## config.mk

```make
export PLATFORM = sky130hd
export DESIGN_NAME = spi_frame_slave
export DESIGN_NICKNAME = d
export VERILOG_FILES = /design/src/rtl/spi_frame_slave.sv
export SDC_FILE = /design/constraint.sdc
export NUM_CORES = 1
export LEC_CHECK = 0
export BUFFER_PORTS_ARGS = -buffer_cell sky130_fd_sc_hd__buf_2
export CAP_MARGIN = 0
export CORE_MARGIN = 2
export CORE_UTILIZATION = 52
export CTS_CLUSTER_DIAMETER = 120
export DETAILED_ROUTE_END_ITERATION = 7
export PLACE_DENSITY = 0.69
export SLEW_MARGIN = 20
export SYNTH_ARGS = -nofsm -noshare
export SYNTH_HDL_FRONTEND = slang
export SYNTH_SLANG_ARGS = --single-unit
```

## constraint.sdc

```tcl
create_clock -name clk -period 5.2 [get_ports clk]
set_input_delay 1.04 -clock clk [delete_from_list [all_inputs] [get_ports clk]]
set_output_delay 1.04 -clock clk [all_outputs]
set_load 0.03 [all_outputs]
```

## src/rtl/spi_frame_slave.sv

```systemverilog
// SPI target for 64-bit {addr,data} frames, oversampled in the clk domain.
// Writes land in a small register bank; reads stream the addressed word back on sdo.
module spi_frame_slave #(
  parameter int IDX_BITS    = 4,
  parameter int SYNC_STAGES = 2,
  parameter int CNT_W       = 16
) (
  input  logic                clk,
  input  logic                rst,
  input  logic                sclk,
  input  logic                mosi,
  input  logic                csb,
  output logic                sdo,
  output logic                frame_valid,
  output logic                frame_rd,
  output logic [31:0]         frame_addr,
  output logic [31:0]         frame_data,
  output logic                frame_err,
  output logic [CNT_W-1:0]    frame_cnt,
  input  logic [IDX_BITS-1:0] dbg_idx,
  output logic [31:0]         dbg_data
);

  localparam int DEPTH = 2**IDX_BITS;
  localparam int ARM_W = $clog2(SYNC_STAGES+2);

  typedef enum logic [1:0] {S_ARM, S_IDLE, S_SHIFT, S_END} state_t;

  logic [SYNC_STAGES-1:0] r_sclk_sync, r_mosi_sync, r_csb_sync;
  logic                   r_sclk_d, r_csb_d;

  always_ff @(posedge clk) begin
    if (rst) begin
      r_sclk_sync <= '1;
      r_csb_sync  <= '1;
      r_mosi_sync <= '0;
      r_sclk_d    <= 1'b1;
      r_csb_d     <= 1'b1;
    end else begin
      r_sclk_sync <= {r_sclk_sync[SYNC_STAGES-2:0], sclk};
      r_csb_sync  <= {r_csb_sync[SYNC_STAGES-2:0], csb};
      r_mosi_sync <= {r_mosi_sync[SYNC_STAGES-2:0], mosi};
      r_sclk_d    <= r_sclk_sync[SYNC_STAGES-1];
      r_csb_d     <= r_csb_sync[SYNC_STAGES-1];
    end
  end

  logic w_sclk_s, w_csb_s, w_mosi_s;
  logic w_sclk_rise, w_sclk_fall, w_csb_rise, w_csb_fall;

  assign w_sclk_s    = r_sclk_sync[SYNC_STAGES-1];
  assign w_csb_s     = r_csb_sync[SYNC_STAGES-1];
  assign w_mosi_s    = r_mosi_sync[SYNC_STAGES-1];
  assign w_sclk_rise =  w_sclk_s & ~r_sclk_d;
  assign w_sclk_fall = ~w_sclk_s &  r_sclk_d;
  assign w_csb_rise  =  w_csb_s  & ~r_csb_d;
  assign w_csb_fall  = ~w_csb_s  &  r_csb_d;

  state_t           r_state;
  logic [ARM_W-1:0] r_arm_cnt;
  logic [31:0]      r_shift;
  logic [6:0]       r_bit_cnt;
  logic             r_cap;
  logic [31:0]      r_addr;
  logic             r_rd;
  logic [31:0]      r_shadow;
  logic [31:0]      r_bank [DEPTH];

  logic       w_rd_phase;
  logic [4:0] w_sdo_pos;

  // Data-phase bit positions 32..63 map to shadow bits 31..0.
  assign w_rd_phase = r_rd && (r_bit_cnt >= 7'd32) && (r_bit_cnt <= 7'd63);
  assign w_sdo_pos  = 5'd31 - r_bit_cnt[4:0];

  always_ff @(posedge clk) begin
    frame_valid <= 1'b0;
    frame_err   <= 1'b0;
    r_cap       <= 1'b0;
    dbg_data    <= r_bank[dbg_idx];
    if (rst) begin
      r_state    <= S_ARM;
      r_arm_cnt  <= '0;
      r_shift    <= '0;
      r_bit_cnt  <= '0;
      r_addr     <= '0;
      r_rd       <= 1'b0;
      r_shadow   <= '0;
      sdo        <= 1'b0;
      frame_rd   <= 1'b0;
      frame_addr <= '0;
      frame_data <= '0;
      frame_cnt  <= '0;
      dbg_data   <= '0;
      for (int i = 0; i < DEPTH; i++) r_bank[i] <= '0;
    end else begin
      case (r_state)
        // Synchronizers come out of reset preset to idle, so wait for them to
        // fill with real samples before trusting csb high.
        S_ARM: begin
          sdo <= 1'b0;
          if (r_arm_cnt != ARM_W'(SYNC_STAGES+1)) r_arm_cnt <= r_arm_cnt + ARM_W'(1);
          else if (w_csb_s && r_csb_d)            r_state   <= S_IDLE;
        end
        S_IDLE: begin
          sdo <= 1'b0;
          if (w_csb_fall) begin
            r_bit_cnt <= '0;
            r_shift   <= '0;
            r_rd      <= 1'b0;
            r_state   <= S_SHIFT;
          end
        end
        S_SHIFT: begin
          if (w_csb_rise) begin
            sdo     <= 1'b0;
            r_state <= S_END;
          end else begin
            if (w_sclk_rise) begin
              r_shift <= {r_shift[30:0], w_mosi_s};
              if (r_bit_cnt != 7'd65) r_bit_cnt <= r_bit_cnt + 7'd1;
              r_cap <= (r_bit_cnt == 7'd31);
            end
            if (r_cap) begin
              r_addr <= r_shift;
              r_rd   <= r_shift[31];
              if (r_shift[31]) r_shadow <= r_bank[r_shift[IDX_BITS-1:0]];
            end
            if (!w_rd_phase)      sdo <= 1'b0;
            else if (w_sclk_fall) sdo <= r_shadow[w_sdo_pos];
          end
        end
        S_END: begin
          sdo <= 1'b0;
          if (r_bit_cnt == 7'd64) begin
            frame_valid <= 1'b1;
            frame_rd    <= r_rd;
            frame_addr  <= r_addr;
            frame_data  <= r_rd ? r_shadow : r_shift;
            frame_cnt   <= frame_cnt + CNT_W'(1);
            if (!r_rd) r_bank[r_addr[IDX_BITS-1:0]] <= r_shift;
          end else begin
            frame_err <= 1'b1;
          end
          r_state <= S_IDLE;
        end
        default: r_state <= S_ARM;
      endcase
    end
  end

endmodule

```

After elaboration in Yosys (flattened, before gate mapping) --
Memory sizes are Yosys's and may differ from the RTL's. A register that Yosys moved wholly into a read port is not among the register bits. Index checks and enable logic that the tools add are counted.
Storage, ports and cells: logic and storage cells 109, memory bits (writable) 512, latch bits 0, ROM bits 0, register bits after elaboration 169, memories 1, bits of input ports 9
Operators by class: $add $sub $neg 4, magnitude comparators 3, reduce and logical (&&, ||, !) cells 17, div/mod/pow operators 0, muxes and demuxes 37, shifts and indexed selects 0, multiply operators 0, eq/ne operators 16, bitwise logic cells 12
Memories:
- r_bank | depth 16, bits a word 32, read ports 2, clocked after Yosys merged registers in 2, wr ports 16, line 67 | logic [31:0] r_bank [DEPTH];
Operators with widths (number):
- 32-bit 2-to-1 mux | 5
- 32-bit one-hot mux with 2 select lines | 1
- 32-bit OR reduction | 1
- 7-bit 2-to-1 mux | 4
- 2-bit != test (second input constant) | 9
- 1-bit 2-to-1 mux | 17
- 16-bit by 1-bit adder with 16-bit output (second input constant) | 1
- 4-bit AND reduction | 4
- 7-bit one-hot mux with 2 select lines | 1
- 2-bit 2-to-1 mux | 4
- 1-bit inverter | 8
- 2-bit one-hot mux with 4 select lines | 1
- 7-bit by 1-bit adder with 7-bit output (second input constant) | 1
- 7-bit by 5-bit equality test with 1-bit output (second input constant) | 1
- 7-bit equality test (second input constant) | 1
- 7-bit by 6-bit >= comparator with 1-bit output (second input constant) | 1
- 7-bit by 6-bit <= comparator with 1-bit output (second input constant) | 1
- 7-bit != test (second input constant) | 1
- 5-bit by 6-bit less-than comparator with 1-bit output (second input constant) | 1
- 1-bit binary-select mux with 5-bit select | 1
- 5-bit AND reduction | 1
- 5-bit subtractor (first input constant) | 1
- 1-bit AND | 4
- 2-bit equality test (second input constant) | 2
- other kinds (13) | 17

Longest topological paths before layout --
depth after elaboration 7, gate-level depth with buffers 10, mapped depth without buffers 7

Least setup slack after synthesis --
No wires, ideal clock.
kind in2reg, start point input port dbg_idx[2], end point register dbg_data[11], read port of r_bank, slack 2.444 ns, buffers on the path 2, arrival 2.628 ns, data required time 5.072 ns, stages on the path 5, cell sequence clkbuf_1 > clkbuf_1 > mux4_2 > mux4_2 > nor2b_1
RTL lines:
- from (decl) | line 20 | input logic [IDX_BITS-1:0] dbg_idx,
- to (decl) | line 21 | output logic [31:0] dbg_data

==> summary.txt <==
Status
  • Status: finished clean

Clock tree
  • Skew-Pair Late Insertion Delay: 640 ps
  • CTS tree: yes
  • H-Tree Depth: 3
  • CTS root buffer: clkbuf_16
  • TritonCTS Sinks: 745
  • Cts hold-fix bufs: 0
  • Setup bufs post-CTS: 0
  • CTS Buffer Depth: 3
  • Post-CTS sizing: 0
  • CTS clk-pin slew, worst paths: 60 ps
  • CTS Buf Count: 79

Placed design
  • DP Wirelength: 62800 um
  • Port bufs: 124
  • Post-place setup slack: 1430 ps
  • Routability congestion estimate from global placement: 0.884

Logic synthesis
  • Cell area after synthesis: 0.0357 mm^2
  • Register area share after synthesis: 56.1%
  • Syn Area/Cell: 13.8 um^2
  • Unique cell type count in the Yosys netlist: 49
  • Cells after synthesis: 2597
  • Post-synth ARST share: 0%
  • Synth Flop Type: edfxtp_1
  • Syn nets: 2617
  • Synthesized flop and latch total: 745
  • Yosys Warn Count: 0
  • Post-synth EDFFs: 512

Power
  • Pwr dens: 344 mW/mm^2
  • Static leakage: 0.0133 uW
  • VDD IR max: 233 uV

Setup path
  • Critical Path End Type: register
  • Worst-case reg-to-reg path depth: 7
  • Kind of critical path: reg2reg
  • Worst path most repeated cell: buf_4
  • Worst EP arrival: 3580 ps
  • Highest-delay cell along the critical path: buf_4
  • Worst path cell trace: nor4_4, and3_2, nand4_1, nor2_2, buf_4, or2_2, buf_4
  • Req. time, crit path: 5450 ps
  • CP max stage delay: 530 ps
  • Crit Path Max Fanout: 33
  • Startpoint Class: register

Floorplan
  • Starting Density: 52.3%
  • Die X: 266 um
  • Die area: 0.0708 mm^2
  • Die Ht: 266 um
  • Core Footprint: 0.0683 mm^2
  • # IOs: 125
  • Row Count: 96

Timing
  • Max-slew headroom: 19.9%
  • RSZ-0062 raised after global routing: false
  • Fin worst setup slack: 1870 ps
  • Clock Skew: 29.1 ps
  • Setup TNS: 0 ps
  • Worst slew pin tran: 1200 ps
  • Max Freq: 300 MHz
  • Final hold slack: 401 ps
  • Post-route clock period utilization: 64.0%
  • Final Setup Violations: 0
  • Slew Limit Fails: 0
  • Fin. Hold Viols: 0
  • Final min period: 3330 ps

Global routing
  • Met1 usage: 41.0%
  • Overall Global Routing Usage: 30.6%
  • Pin count of the biggest net entering global routing: 142
  • First-pass GRT wire length: 157000 um
  • Grt met2 use: 50.2%
  • Total gr overflow: 0
  • Busiest grt layer: met2
  • Initial antenna violation count: 7
  • Vias in the first global route: 23200
  • Met3 GRT Util: 5.77%

Min path
  • Worst hold-check path type: reg2reg
  • WHS Path Cells: 1

Finish
  • Final core utilization: 58.1%
  • Layout Nets: 2614
  • Area growth from synthesis to layout: 11.1%
  • Share of layout cells above drive strength 1: 25.2%
  • Antenna diodes: 0
  • Filler cell count: 5231

Detailed routing
  • Drt total wl: 107000 um
  • Initial DRT Pass Iterations: 7
  • DR iter-0 viols: 2965
  • DR DRC count: 0
  • Vias/cell: 6.51
  • Routed wire per std cell: 30.1 um
  • Vias post-DR: 23100
  • Post-DRT Antenna Nets: 0

Run
  • Maxcap violations: 0
==> metrics by stage <==
step / area (um^2) / power [uW] / instances
final: 39700 / 13600 / 3540
after global routing: 39700 / 13900 / 3540
after CTS: 39600 / 13700 / 3539
after detailed placement: 36900 / 7690 / 3394
after global placement: 36800 / 7660 / 3394
after floorplan: 35700 / 7370 / 2597
==> cells by family after synthesis <==
group	synth area share (%)
and+or+nand+nor	14.8
muxes	21.5
DFF	56.1
xor gates and xnor gates	0.441
AOI/OAI and AO/OA	3.11
buffers and inverters	3.57
adders and majority gates	0.385
==> power by group <==
group	leakage (uW)	switching (uW)	internal [uW]
Combinational	0.00515	458	389
Sequential	0.00675	163	6570
Clock	0.00136	2430	3630
==> synthesized netlist by cell type, types with 11 or more instances <==
| cell type | instances | area [um^2] |
|---|---|---|
| buf_6 | 12 | 135 |
| nand3_1 | 48 | 240 |
| a21oi_1 | 109 | 546 |
| mux2i_1 | 49 | 490 |
| nor2_1 | 78 | 293 |
| nor2b_1 | 38 | 238 |
| mux4_2 | 320 | 7210 |
| clkbuf_1 | 175 | 657 |
| edfxtp_1 | 512 | 15400 |
| o21ai_1 | 32 | 160 |
| clkbuf_2 | 21 | 105 |
| a211oi_1 | 33 | 248 |
| or2_2 | 24 | 150 |
| nand2_1 | 206 | 773 |
| clkinv_1 | 32 | 120 |
| nand4_1 | 15 | 93.8 |
| and2_1 | 516 | 3230 |
| xor2_1 | 12 | 105 |
| buf_1 | 13 | 48.8 |
| buf_2 | 38 | 190 |
| ha_1 | 11 | 138 |
| dfxtp_1 | 233 | 4660 |
==> critical path, delay by kind of cell (launching register included) <==
family	cells	cell delay, ps
flops	1	430
buf+inv	2	1000
simple gates	5	1460
==> metal layers <==
layer / routed length, um / vias up
li1: - / 9510
met1: 39300 / 11800
met2: 52200 / 1437
met3: 11100 / 267
met4: 3920 / 2
met5: 13 / -
==> registers in the layout, summed over array words and instances, names as in the netlist, 2 cells and up <==
name / cells
r_bank: 512
dbg_data: 32
r_shift: 32
r_mosi_sync: 2
r_state: 2
r_shadow: 32
frame_addr: 32
frame_cnt: 16
r_bit_cnt: 7
r_arm_cnt: 2
frame_data: 32
r_sclk_sync: 2
r_addr: 32
r_csb_sync: 2
==> final timing paths <==
path	end	slack, ps	start
hold / removal	r_sclk_sync[1]$_SDFF_PP1_	400	r_sclk_sync[0]$_SDFF_PP1_
hold reg to reg	r_sclk_sync[1]$_SDFF_PP1_	400	r_sclk_sync[0]$_SDFF_PP1_
setup reg to reg	r_bank[15][17]$_SDFFCE_PN0P_	1870	r_bit_cnt[3]$_SDFFE_PP0P_
setup / recovery	r_bank[15][17]$_SDFFCE_PN0P_	1870	r_bit_cnt[3]$_SDFFE_PP0P_
==> area by class of cell <==
type / count / area (um^2) / area share, %
timing repair buffer: 175 / 1120 / 2.81
sequential: 745 / 20100 / 50.5
clock buffer: 114 / 2370 / 5.97
tap: 882 / 1100 / 2.78
clock inverter: 31 / 424 / 1.07
multi-input combinational: 1556 / 14500 / 36.5
inverter: 37 / 139 / 0.350
==> cells in the final DEF, fill, tap and decap left out, types with 5 or more instances in the layout <==
cell       count
and2_1       516
edfxtp_1     512
mux4_2       320
dfxtp_1      228
nand2_1      206
buf_2        121
a21oi_1      108
clkbuf_16     88
nor2_1        62
mux2i_1       49
nand3_1       48
buf_4         45
nor2b_1       38
clkinv_1      34
a211oi_1      33
o21ai_1       32
or2_2         20
clkbuf_1      19
nor2_2        16
nand4_1       15
xor2_1        12
ha_1          11
bufinv_16      9
clkinv_2       8
clkbuf_8       8
inv_1          6
o21ai_0        6
xnor2_1        6
buf_12         6
nand3b_1       5
nand2b_1       5
No activity file was read; power rests on OpenSTA's default activity.
